<file path="src/rtl/flappy_pkg.sv">
// Shared types and constants for the flappy collision logic.
package flappy_pkg;

    typedef enum logic [1:0] {
        ALIVE = 2'd0,
        GRACE = 2'd1,
        DEAD  = 2'd2
    } state_t;

    // Wide all-ones; users slice down to their own colour-channel width.
    localparam logic [31:0] GREEN_MAX = '1;

endpackage

</file>
<file path="src/rtl/grace_timer.sv">
// Loadable frame counter: counts down once per frame_start, done while at 1.
module grace_timer #(
    parameter int GW = 8
) (
    input  logic          clk,
    input  logic          reset,
    input  logic          load,
    input  logic          clear,
    input  logic [GW-1:0] load_val,
    input  logic          frame_start,
    output logic          done
);

    logic [GW-1:0] count;

    always_ff @(posedge clk) begin
        if (reset || clear)
            count <= '0;
        else if (load)
            count <= load_val;
        else if (frame_start && count != '0)
            count <= count - 1'b1;
    end

    assign done = (count == GW'(1));

endmodule

</file>
<file path="src/rtl/collision_monitor.sv">
// Bird/pipe/ground collision tracking with lives and post-hit invulnerability.
// state | meaning
// ALIVE | normal play, pipe or ground contact costs lives
// GRACE | invulnerable to pipes for GRACE frames after a hit
// DEAD  | out of lives, waits for restart
module collision_monitor
    import flappy_pkg::*;
#(
    parameter int XW       = 10,
    parameter int YW       = 9,
    parameter int CW       = 8,
    parameter int BIRD_X0  = 200,
    parameter int BIRD_W   = 32,
    parameter int BIRD_H   = 24,
    parameter int GROUND_Y = 440,
    parameter int LIVES    = 3,
    parameter int GRACE    = 60
) (
    input  logic          clk,
    input  logic          reset,
    input  logic [XW-1:0] x,
    input  logic [CW-1:0] gp,
    input  logic [CW-1:0] gb,
    input  logic [YW-1:0] bird_y,
    input  logic          frame_start,
    input  logic          restart,
    output logic          hit,
    output logic          die,
    output logic [3:0]    lives,
    output logic          LEDR
);

    localparam logic [XW-1:0] X_LO     = XW'(BIRD_X0);
    localparam logic [XW-1:0] X_HI     = XW'(BIRD_X0 + BIRD_W - 1);
    localparam logic [CW-1:0] G_MAX    = GREEN_MAX[CW-1:0];
    localparam logic [YW:0]   BOX_H    = (YW+1)'(BIRD_H);
    localparam logic [YW:0]   GROUND   = (YW+1)'(GROUND_Y);
    localparam logic [3:0]    LIVES_RL = 4'(LIVES);

    state_t     state, state_n;
    logic [3:0] lives_n;
    logic       hit_n;
    logic       pipe_hit, ground_hit;
    logic       grace_load, grace_clear, grace_done;

    assign pipe_hit   = (x >= X_LO) && (x <= X_HI) && (gp == G_MAX) && (gb == G_MAX);
    // Extra bit on the sum keeps a bird near the bottom from wrapping to row 0.
    assign ground_hit = frame_start && (({1'b0, bird_y} + BOX_H) >= GROUND);

    always_ff @(posedge clk) begin
        if (reset) begin
            state <= ALIVE;
            lives <= LIVES_RL;
            hit   <= 1'b0;
        end else begin
            state <= state_n;
            lives <= lives_n;
            hit   <= hit_n;
        end
    end

    always_comb begin
        state_n    = state;
        lives_n    = lives;
        hit_n      = 1'b0;
        grace_load = 1'b0;
        case (state)
            ALIVE: begin
                if (restart) begin
                    lives_n = LIVES_RL;
                end else if (ground_hit) begin
                    state_n = DEAD;
                    lives_n = '0;
                    hit_n   = 1'b1;
                end else if (pipe_hit) begin
                    hit_n = 1'b1;
                    if (lives > 4'd1) begin
                        state_n    = flappy_pkg::GRACE;
                        lives_n    = lives - 4'd1;
                        grace_load = 1'b1;
                    end else begin
                        state_n = DEAD;
                        lives_n = '0;
                    end
                end
            end
            flappy_pkg::GRACE: begin
                if (restart) begin
                    state_n = ALIVE;
                    lives_n = LIVES_RL;
                end else if (ground_hit) begin
                    state_n = DEAD;
                    lives_n = '0;
                    hit_n   = 1'b1;
                end else if (frame_start && grace_done) begin
                    state_n = ALIVE;
                end
            end
            DEAD: begin
                if (restart) begin
                    state_n = ALIVE;
                    lives_n = LIVES_RL;
                end
            end
            default: begin
                state_n = ALIVE;
                lives_n = LIVES_RL;
            end
        endcase
        grace_clear = (state_n != flappy_pkg::GRACE) && !grace_load;
    end

    grace_timer #(.GW(8)) u_grace (
        .clk         (clk),
        .reset       (reset),
        .load        (grace_load),
        .clear       (grace_clear),
        .load_val    (8'(GRACE)),
        .frame_start (frame_start),
        .done        (grace_done)
    );

    assign die  = (state == DEAD);
    assign LEDR = die;

endmodule

</file>
<file path="config.mk">
export PLATFORM = sky130hd
export DESIGN_NAME = collision_monitor
export DESIGN_NICKNAME = d
export VERILOG_FILES = /design/src/rtl/flappy_pkg.sv /design/src/rtl/grace_timer.sv /design/src/rtl/collision_monitor.sv
export SDC_FILE = /design/constraint.sdc
export NUM_CORES = 1
export LEC_CHECK = 0
export ABC_AREA = 1
export ABC_CLOCK_PERIOD_IN_PS = 2050
export CAP_MARGIN = 10
export CORE_ASPECT_RATIO = 0.9
export CORE_MARGIN = 2
export CORE_UTILIZATION = 44
export DETAILED_ROUTE_END_ITERATION = 6
export MAX_ROUTING_LAYER = met4
export PLACE_DENSITY = 0.9
export SYNTH_ARGS = -nofsm -noshare
export SYNTH_HDL_FRONTEND = slang
export SYNTH_SLANG_ARGS = --single-unit
</file>
<file path="constraint.sdc">
create_clock -name clk -period 2.05 [get_ports clk]
set_clock_uncertainty 0.15 [all_clocks]
set_input_delay 0.205 -clock clk [delete_from_list [all_inputs] [get_ports clk]]
set_output_delay 0.205 -clock clk [all_outputs]
set_load 0.01 [all_outputs]
</file>
# Yosys cells after proc, flatten, opt, wreduce, memory -nomap -nowiden
# Index checks and enable logic that the tools add are counted.
# word_totals
ff_bits,15
output_inout_bits,7
# op_classes
addsub,3
magnitude_cmp,4
eq_ne,9
mux,30
n_reduce_logical,14
# op_table
cell,n
2-to-1 mux 4 bit,7
equality test 8 bit (second input constant),2
2-to-1 mux 2 bit,8
2-to-1 mux 6 bit,2
case mux 4 bit (3 select lines),1
adder 9 x 5 -> 10 bit (second input constant),1
greater-or-equal comparator 10 x 8 -> 1 bit (second input constant),1
greater-or-equal comparator 10 x 9 -> 1 bit (second input constant),1
less-or-equal comparator 10 x 8 -> 1 bit (second input constant),1
2-to-1 mux 1 bit,10
equality test 8 x 1 -> 1 bit (second input constant),1
nonzero test 8 bit,1
subtractor 8 x 1 -> 8 bit (second input constant),1
logical AND 1 bit,7
case mux 2 bit (3 select lines),1
greater-than comparator 4 x 1 -> 1 bit (second input constant),1
!= test 4 bit (second input constant),1
subtractor 4 x 1 -> 4 bit (second input constant),1
!= test 3 bit (second input constant),1
AND reduction 3 bit,1
equality test 2 x 1 -> 1 bit (second input constant),1
equality test 2 bit (second input constant),1
logical NOT 2 bit,1
!= test 2 x 1 -> 1 bit (second input constant),1
other kinds (6),6

# Logic depth before layout (Yosys ltp)
# depth
word_depth,12
depth_mapped,14
ltp_nobuf,14

# Hierarchy
# A second synthesis with hierarchy kept.
# unflattened
hier_cells,225
area_unflattened_um2,1382.6
# by_module_without_submodules
module,instances,cells_per_inst,area_each_um2,seq_area_each_um2
collision_monitor,1,120,729.4,140.1
grace_timer,1,105,653.1,160.2

# Least setup slack after synthesis
# Ideal clock, no wire load.
# synth_path
path_kind,register to register
startpoint,register lives[0]
endpoint,register lives[1]
setup_time_ns,0.062
arrival_time_ns,1.550
t_required_ns,1.838
setup_slack_ns,0.288
path_stages_with_launch,9
cell_sequence,dfxtp_1 > inv_1 > ha_1 > o21ai_0 > nand2_1 > or2_2 > o21ai_0 > nand3_1 > nand3_1
# synth_between
elab_chain_cells,6
elab_cells_between_ends,7
# synth_rtl
item,line,text
start: declaration,collision_monitor.sv:29,"output logic [3:0] lives,"
start signal: assignment,collision_monitor.sv:57,lives <= lives_n;
subtractor 4 x 1 -> 4 bit or greater-than comparator 4 x 1 -> 1 bit (tied branches),"collision_monitor.sv:79, collision_monitor.sv:77",
2-to-1 mux 4 bit *,collision_monitor.sv:77,if (lives > 4'd1) begin
2-to-1 mux 4 bit *,collision_monitor.sv:75,end else if (pipe_hit) begin
2-to-1 mux 4 bit *,collision_monitor.sv:71,end else if (ground_hit) begin
2-to-1 mux 4 bit *,collision_monitor.sv:69,if (restart) begin
case mux 4 bit (3 select lines) *,collision_monitor.sv:67,case (state)
# Mark *: on every way between the ends. The rest lies on a longest branch, timed or not. The select of a mux whose other input is x is not followed.
# A chain may end at the register's enable or synchronous reset.

# Worst setup path in the final report
# layout_path
startpoint,input bird_y[3]
endpoint,register lives[3]
# layout_between
elab_chain_cells,6
elab_cells_between_ends,9
# layout_rtl
item,line,text
start: declaration,collision_monitor.sv:24,"input logic [YW-1:0] bird_y,"
adder 9 x 5 -> 10 bit *,collision_monitor.sv:48,"assign ground_hit = frame_start && (({1'b0, bird_y} + BOX_H) >= GROUND);"
greater-or-equal comparator 10 x 9 -> 1 bit *,collision_monitor.sv:48,
logical AND 1 bit *,collision_monitor.sv:48,
2-to-1 mux 4 bit,collision_monitor.sv:71,
2-to-1 mux 4 bit,collision_monitor.sv:69,
case mux 4 bit (3 select lines),collision_monitor.sv:67,
# Mark *: on every way between the ends. The rest lies on a longest branch, timed or not.

==> results.sh <==
export IMPL_outcome="finished, final reports clean"
export IMPL_post_route_util_pct=64.9
export IMPL_antenna_found_initial=0
export IMPL_cp_start_kind="input port"
export IMPL_synth_seq_cells=15
export IMPL_slowest_delay_ns=0.48
export IMPL_cts_tree="yes"
export IMPL_holdBufCountCts=0
export IMPL_gp_congestion=0.903
export IMPL_r2r_cells=8
export IMPL_path_class="input port to flip-flop"
export IMPL_r2r_end="lives[1]"
export IMPL_first_pass_iters=4
export IMPL_diodes=0
export IMPL_gr_total_overflow=0
export IMPL_drt_initial_drc_count=54
export IMPL_stdcell_area_mm2=0.00177
export IMPL_cp_end_kind="flip-flop"
export IMPL_cts_sinks=15
export IMPL_p_leak_uw=0.000841
export IMPL_synth_top_area_share_pct=24.0
export IMPL_syn2layout_area_growth_pct=41.4
export IMPL_synth_cells=201
export IMPL_setup_viol=0
export IMPL_grt_use_total_pct=19.6
export IMPL_insertion_delay_ns=0.30
export IMPL_io_buffers=39
export IMPL_grt_pass1_wl_um=4690
export IMPL_coreArea_mm2=0.00273
export IMPL_layout_commonest_cell="nand2_1"
export IMPL_dp_cells=284
export IMPL_hold_viol=0
export IMPL_maxSlewHeadroom_pct=75.1
export IMPL_ant_nets=0
export IMPL_layout_nets=294
export IMPL_ys_warn_count=0
export IMPL_clkTransAtPathRegs_ns=0.08
export IMPL_synth_fp_nets=246
export IMPL_ys_types=25
export IMPL_start_util_pct=45.9
export IMPL_r2r_start="lives[0]"
export IMPL_tightest_slew_ns=0.373
export IMPL_crit_chain="clkdlybuf4s50_1, inv_1, ha_1, nor2_2, nand4_1, nand2_1, nand3_4, buf_12, a21oi_4, nand3_1, nand2_1, nor2_1"
export IMPL_vdd_ir_drop_max_mv=0.254
export IMPL_crit_top_cell="nand2_1"
export IMPL_rows=18
export IMPL_instances_no_fill=288
export IMPL_dr_total_vias=1323
export IMPL_finalMaxSlewViolations=0
export IMPL_ff2ff_setup_slack_ns=0.22
export IMPL_multiInputGateArea_um2=790
export IMPL_pin_count=46
export IMPL_period_minus_slack_ns=1.94
export IMPL_clock_path_buffers=2
export IMPL_hp_class="flip-flop to flip-flop"
export IMPL_period_share_pct=94.5
export IMPL_required_ns=2.09
export IMPL_yosysTopAreaCell="dfxtp_1"
export IMPL_grt_max_degree=9
export IMPL_htree_levels=1
export IMPL_mostFrequentLayoutCells="44 x nand2_1, 40 x inv_1, 39 x clkdlybuf4s50_1"
export IMPL_dieWidth_um=60.2
export IMPL_slowest_stage="clkdlybuf4s50_1"
export IMPL_min_from="lives[1]"
export IMPL_register_area_um2=300
export IMPL_dpl_hpwl_um=2290
export IMPL_routedWlPerCell_um=9.84
export IMPL_ctsResizeCount=0
export IMPL_grt_pass1_vias=1115
export IMPL_avgSynthCellArea_um2=6.22
export IMPL_post_cts_buffers=0
export IMPL_cap_violations=0
export IMPL_synthTopCellsByArea="dfxtp_1 24%, nand2_1 13%, inv_1 12%"
export IMPL_cts_root_buf="clkbuf_4"
export IMPL_power_uw=722
export IMPL_pwr_density_cell_mw_per_mm2=408
export IMPL_hold_path_end="lives[1]"
export IMPL_fin_hold_ws_ns=0.351
export IMPL_cp_arrival_ns=1.98
export IMPL_whs_path_depth=2
export IMPL_cts_inserted_buffers=3
export IMPL_yosysSeqAreaShare_pct=24.0
export IMPL_drc=0
export IMPL_totalWireLength_um=2840
export IMPL_max_freq_ghz=0.516
export IMPL_path_max_fanout=6
export IMPL_drive_above_1_share_pct=10.9
export IMPL_place_area_mm2=0.00173
export IMPL_viasPerCell=4.59
export IMPL_synth_area_mm2=0.00125
export IMPL_nFillCells=233
export IMPL_die_area_mm2=0.00328
export IMPL_dieHeight_um=54.6
how the worst max path moves through the flow:
stage / cells past startpoint / slack, ns / startpoint / endpoint
final: 12 / 0.11 / bird_y[3] / lives[3]
after global routing: 12 / -0.03 / bird_y[3] / lives[3]
after CTS: 12 / 0.07 / bird_y[3] / lives[3]
after detailed placement: 12 / -0.23 / bird_y[3] / lives[3]
after global placement: 12 / -0.17 / bird_y[3] / lives[3]
after floorplan: 8 / 0.29 / lives[0] / lives[1]
cell usage after synthesis (all sizes together):
| library cell | instances |
|---|---|
| nand2 | 48 |
| inv | 41 |
| nor2 | 36 |
| nand3 | 19 |
| dfxtp | 15 |
| nand4 | 8 |
| a21oi | 6 |
| ha | 6 |
| o21ai | 6 |
| xor2 | 6 |
| nor3 | 3 |
| buf | 2 |
| nand3b | 2 |
| nor3b | 1 |
| nor4 | 1 |
| or2 | 1 |
cell type report:
| cell class | instances | area share (%) |
|---|---|---|
| Multi-Input combinational cell | 143 | 44.7 |
| Timing Repair Buffer | 45 | 25.3 |
| Sequential cell | 15 | 17.0 |
| Inverter | 41 | 8.70 |
| Tap cell | 40 | 2.83 |
| Clock buffer | 4 | 1.49 |
per-stage QoR:
| step | setup TNS (ns) | setup slack, ns |
|---|---|---|
| finish | 0 | 0.113 |
| global route | -0.0631 | -0.0328 |
| CTS | 0 | 0.0738 |
| detailed placement | -2.80 | -0.233 |
| global placement | -1.92 | -0.171 |
| floorplan | 0 | 0.288 |
registers in the layout, summed over array words and instances (netlist names):
name,count
lives,4
hit,1
u_grace.count,8
state,2
cell families after synthesis:
| logic type | synth area share, % |
|---|---|
| DFF | 24.0 |
| buffers and inverters | 13.8 |
| adders and majority gates | 6.01 |
| xor gates and xnor gates | 4.20 |
| and+or+nand+nor | 46.2 |
| AOI/OAI and AO/OA | 5.71 |
where the power goes:
| part | internal [uW] | switching (uW) | leakage [uW] |
|---|---|---|---|
| sequential | 302 | 11.1 | 0.000122 |
| clock | 75.8 | 104 | 0.0000150 |
| combinational | 129 | 100 | 0.000704 |
routing by layer:
metal	vias up	wire length, um	global-route usage (%)
met5	-	0	-
met4	0	25	3.70
met3	4	146	4.73
met2	32	1340	33.3
met1	572	1320	24.0
li1	715	-	-
worst max-delay path, delay by kind of cell:
family,cells,cell delay [ns]
AOI/OAI and AO/OA,1,0.16
buffers and inverters,3,0.68
adders and majority gates,1,0.29
and+or+nand+nor,7,0.64
No activity file was read; power rests on OpenSTA's default activity.
==> edit 1 (same settings) <==
The parameter `XW` goes from 10 to 5.
--- a/src/rtl/collision_monitor.sv
+++ b/src/rtl/collision_monitor.sv
@@ -8,3 +8,3 @@
 #(
-    parameter int XW       = 10,
+    parameter int XW       = 5,
     parameter int YW       = 9,
Ports: changed (resized x); port bits go from 46 to 41. No check against the original RTL was run, so the function may have changed too.
==> edit 1 against the unedited design <==
- worst setup slack improved by 0.072 ns
- sequential share of layout area increased by 11 points
- register-to-register slack improved by 0.15 ns
- area after synthesis decreased by 32%
- synthesized cell count decreased by 39%
- power decreased by 26%
- sequential cell count unchanged
- worst hold slack got worse by 0.036 ns
- design area decreased by 40%
- wire length decreased by 43%
- global-route usage decreased by 3.8 points
==> edit 1: results (changes against the unedited design) <==
** Run status
- The flow ran to the end, and the final reports show no timing, DRC or antenna violations.

** Hold path
- The path with the worst hold slack has its endpoint at lives[3].

** Placed design
- The HPWL reported at the end of detailed placement came to 1300 um (-43%).
- Count of input and output buffers :: 16 (-59%)
- Final Wtd Congestion :: 0.808 (-10%)

** Synth
- The commonest cells after synthesis are sky130_fd_sc_hd__nand2_1, sky130_fd_sc_hd__inv_1, sky130_fd_sc_hd__nor2_1, sky130_fd_sc_hd__dfxtp_1, sky130_fd_sc_hd__nand3_1.
- Post-synthesis share of cell area spent on xor and xnor gates :: 0.0310 (-0.0110)
- By area the synthesized netlist is led by sky130_fd_sc_hd__dfxtp_1, sky130_fd_sc_hd__nand2_1, sky130_fd_sc_hd__inv_1, sky130_fd_sc_hd__nor2_1, sky130_fd_sc_hd__nand3_1.
- The number of library cell types mapped by synthesis is 20 (-20%).
- The number of nets in the synthesized netlist was 160 (-35%).
- Adder-cell share of the synthesized area :: 0.0443 (-0.0157)
- The mean instance size in the synthesized netlist was 6.89 um^2 (+11%).

** Global routing
- The met3 layer usage reported by global route came to 0.0493 (+0.00206).
- Vias in the first global route :: 709 (-36%)
- Global-route total usage across every layer :: 0.158 (-0.0384)

** Clocking
- Insertion delay of the later-clocked pin in the worst-skew pair :: 0.28 ns (-0.02 ns)

** Detailed routing
- Routed wire length on met3 :: 68 um (-53%)
- The total detailed-routing wirelength was 1630 um (-43%).
- Total routed wire length on the met1 layer :: 688 um (-48%)

** Final layout
- The number of non-clock buffers in the layout came to 17 (-62%).
- Signal inverters :: 21 (-49%)
- Number of cells in the finished layout apart from fillers :: 168 (-42%)
- Fraction of layout instances using a drive strength above 1 :: 0.133 (+0.0240)

** Critical path
- The critical path's largest stage delay was 0.57 ns (+0.09 ns).

** Timing
- The measured slew at the worst slew-check pin is 0.409 ns (+0.0364 ns).
- Post-Route Hold Slack :: 0.316 ns (-0.0355 ns)

** Power
- Clk. pwr :: 0.168 mW (-7%)
- The internal power of the cells was 0.403 mW (-20%).
- The highest ir drop seen on vdd is 0.000389 V (+53%).
- The share of total power consumed by net switching is 0.250 (-0.0476).
## edit 1: per-stage QoR
step / cell area (um^2) / util / setup WS, ns
4_1_cts: 1070 / 0.574 / 0.159
6_report: 1070 / 0.574 / 0.184
3_5_place_dp: 1040 / 0.559 / 0.0141
3_3_place_gp: 1040 / 0.559 / 0.0446
2_1_floorplan: 847 / - / 0.574
5_1_grt: 1070 / 0.574 / 0.0879
## edit 1: worst max-delay path by stage
| stage | from | end | depth (start not counted) |
|---|---|---|---|
| 2_1_floorplan | u_grace.count[0] | u_grace.count[3] | 8 |
| 3_3_place_gp | bird_y[3] | u_grace.count[5] | 11 |
| 3_5_place_dp | bird_y[3] | u_grace.count[3] | 11 |
| 4_1_cts | state[1] | LEDR | 3 |
| 5_1_grt | state[1] | LEDR | 3 |
| 6_report | state[1] | LEDR | 3 |
==> edit 2 (config.mk and constraints unchanged) <==
Made on the original files. Reset style: asynchronous (`reset`), changed in one clocked block.
--- a/src/rtl/collision_monitor.sv
+++ b/src/rtl/collision_monitor.sv
@@ -49,3 +49,3 @@
 
-    always_ff @(posedge clk) begin
+    always_ff @(posedge clk or posedge reset) begin
         if (reset) begin
Behaviour: differs if reset is asserted again (counterexample within 4 cycles, from zero or initial values and one cycle with reset high); with reset held inactive, the same outputs for 10 cycles.
==> edit 2 against the unedited design <==
- sequential share of layout area grew 1.4 points
- design area grew 3.7%
- wire length down 1.2%
- area after synthesis is 4.0% higher
- utilization is 1.3 points higher
- highest routed layer unchanged
- count of clock-buffer cells in the layout decreased by 1
- worst hold slack lost 0.23 ns
- worst setup slack better by 0.029 ns
- sequential cell count unchanged
Power is not compared: it rests on default switching activity, and its combinational part moved more than twofold at a synthesized area within 25%.
==> edit 2: results (changes against the unedited design) <==
** Run status
- Run status :: finished, final reports clean

** Final layout
- Fraction of area in registers :: 0.184 (+0.0144)
- In the final layout, the registers with the most flip-flops are u_grace.count: 8 flops, lives: 4 flops, state: 2 flops.
- The multi-input logic portion of the cell area is 0.448 (+0.00121).
- Share of final layout cell area taken by clock buffers and inverters :: 0.0150 (+0.000155)
- Signal inverters :: 40 (-2.4%)
- Fraction of layout instances using a drive strength above 1 :: 0.156 (+0.0468)
- Non-clock buffer share :: 0.244 (-0.00968)
- Total of plain and repair buffers excluding clock buffers :: 46 (+2.2%)
- The filler cell count in the final layout was 268 (+15%).
- The number of multi-input combinational cells was 152 (+6.3%).
- The number of nets in the final layout is 303 (+3.1%).

** Detailed routing
- First-pass iteration count of the detailed router :: 4 (unchanged)
- The average via count per standard cell is 4.53 (-1.5%).
- Total length of routed wires :: 2800 um (-1.2%)
- Post-DR wirelength/cell :: 9.43 um (-4.2%)
- The starting DRC count in detailed routing was 30 (-44%).

** Synth
- The warning count from the yosys run was 0 (unchanged).
- Commonest cells post-synth :: sky130_fd_sc_hd__nand2_1, sky130_fd_sc_hd__nor2_1, sky130_fd_sc_hd__inv_1, sky130_fd_sc_hd__nand3_1, sky130_fd_sc_hd__dfxtp_1
- The sequential fraction of the synthesis area was 0.260 (+0.0196).
- Unique cell type count in the Yosys netlist :: 25 (unchanged)
- The post-synthesis sequential element count is 15 (unchanged).
- Mapped Avg Cell Area :: 6.25 um^2 (+0.50%)
- Total nets after synthesis :: 253 (+2.8%)
- By area the synthesized netlist is led by sky130_fd_sc_hd__nand2_1, sky130_fd_sc_hd__dfxtp_1, sky130_fd_sc_hd__nor2_1, sky130_fd_sc_hd__inv_1, sky130_fd_sc_hd__dfrtp_1.
- Async set-reset flop share out of synthesis :: 0.467 (+0.467)

** Critical path
- Critical-path maximum fanout :: 6 (unchanged)
- The startpoint identified for the worst register-to-register timing path is lives[1].
- The register-to-register path setup slack came to 0.16 ns (-0.06 ns).
- Capture instance of the worst register-to-register path :: u_grace.count[4]
- The path depth of the worst reg2reg path is 9 (+1).
- CP arrival :: 1.55 ns (-0.43 ns)

** Timing
- The worst slew margin relative to its limit came to 0.822 (+0.0713).

** Power
- The internal portion of the total power is 0.759 mW.
- Of the total power, combinational logic draws 0.537.
- Of the total power, the clock network draws 0.139.
- Static leakage :: 0.902 nW

** Global routing
- The global-route wire length before repair was 4860 um (+3.8%).
- The largest net degree at the start of global routing was 10 (+1).
- Vias in the first global route :: 1,232 (+10%)
- The combined global-route utilization of all metal layers is 0.187 (-0.00945).

** Placed design
- Count of input and output buffers :: 39 (unchanged)
- Post-detailed-placement half-perimeter wirelength :: 2370 um (+3.3%)
- Placed Cells incl. Taps :: 292 (+2.8%)
- The weighted congestion reported at the end of routability-driven placement is 0.839 (-7.1%).

** Clocking
- The later pin in the worst-skew pair is clocked with a latency of 0.29 ns.
- H-tree levels :: 1 (unchanged)
- The deepest clock path buffer count is 2 (unchanged).

** Hold path
- Min-delay worst type :: primary input to asynchronous set/reset pin
==> edit 2: worst max path at each step <==
| stage | startpoint | end | slack (ns) | cells after the start |
|---|---|---|---|---|
| final | state[0] | LEDR | 0.14 | 2 |
| after global routing | bird_y[3] | lives[3] | 0.02 | 14 |
| after CTS | lives[1] | u_grace.count[4] | 0.07 | 9 |
| after detailed placement | bird_y[3] | lives[2] | -0.20 | 13 |
| after global placement | bird_y[3] | lives[3] | -0.14 | 13 |
| after floorplan | lives[0] | u_grace.count[2] | 0.17 | 9 |
==> edit 2: logic make-up after synthesis <==
family                     Yosys count  share of synthesized area
AOI/OAI and AO/OA                    9                     0.0346
DFF                                 15                      0.260
buffers and inverters               41                      0.121
adders and majority gates            6                     0.0577
xor gates and xnor gates             5                     0.0337
and+or+nand+nor                    132                      0.493
==> edit 2: metrics by stage <==
stage	hold slack (ns)	area [um^2]	worst slack, ns	setup TNS (ns)	utilization
5_1_grt	0.154	1830	0.0196	0	0.662
3_5_place_dp	0.332	1780	-0.196	-2.14	0.642
4_1_cts	0.130	1810	0.0653	0	0.652
2_1_floorplan	-0.112	1300	0.172	0	-
6_report	0.124	1830	0.141	0	0.662
3_3_place_gp	0.333	1780	-0.144	-1.58	0.642
==> edit 2: worst max-delay path, cell delays in order, from the launching register on <==
cell and delay [ns]:
sky130_fd_sc_hd__dfrtp_1 0.48, sky130_fd_sc_hd__nor2_1 0.21, sky130_fd_sc_hd__clkdlybuf4s50_1 0.58
==> edit 2: per-layer routing <==
metal	vias up	part of all wire	GRT usage
met5	-	0	-
met4	0	0.017	0.0373
met3	7	0.048	0.0445
met2	26	0.50	0.321
met1	576	0.44	0.217
li1	735	-	-
==> edit 2: timing repair <==
item                       in CTS  in global routing
setup buffers                   0                  1
resized for setup               0                  6
setup endpoints to repair       0                 12
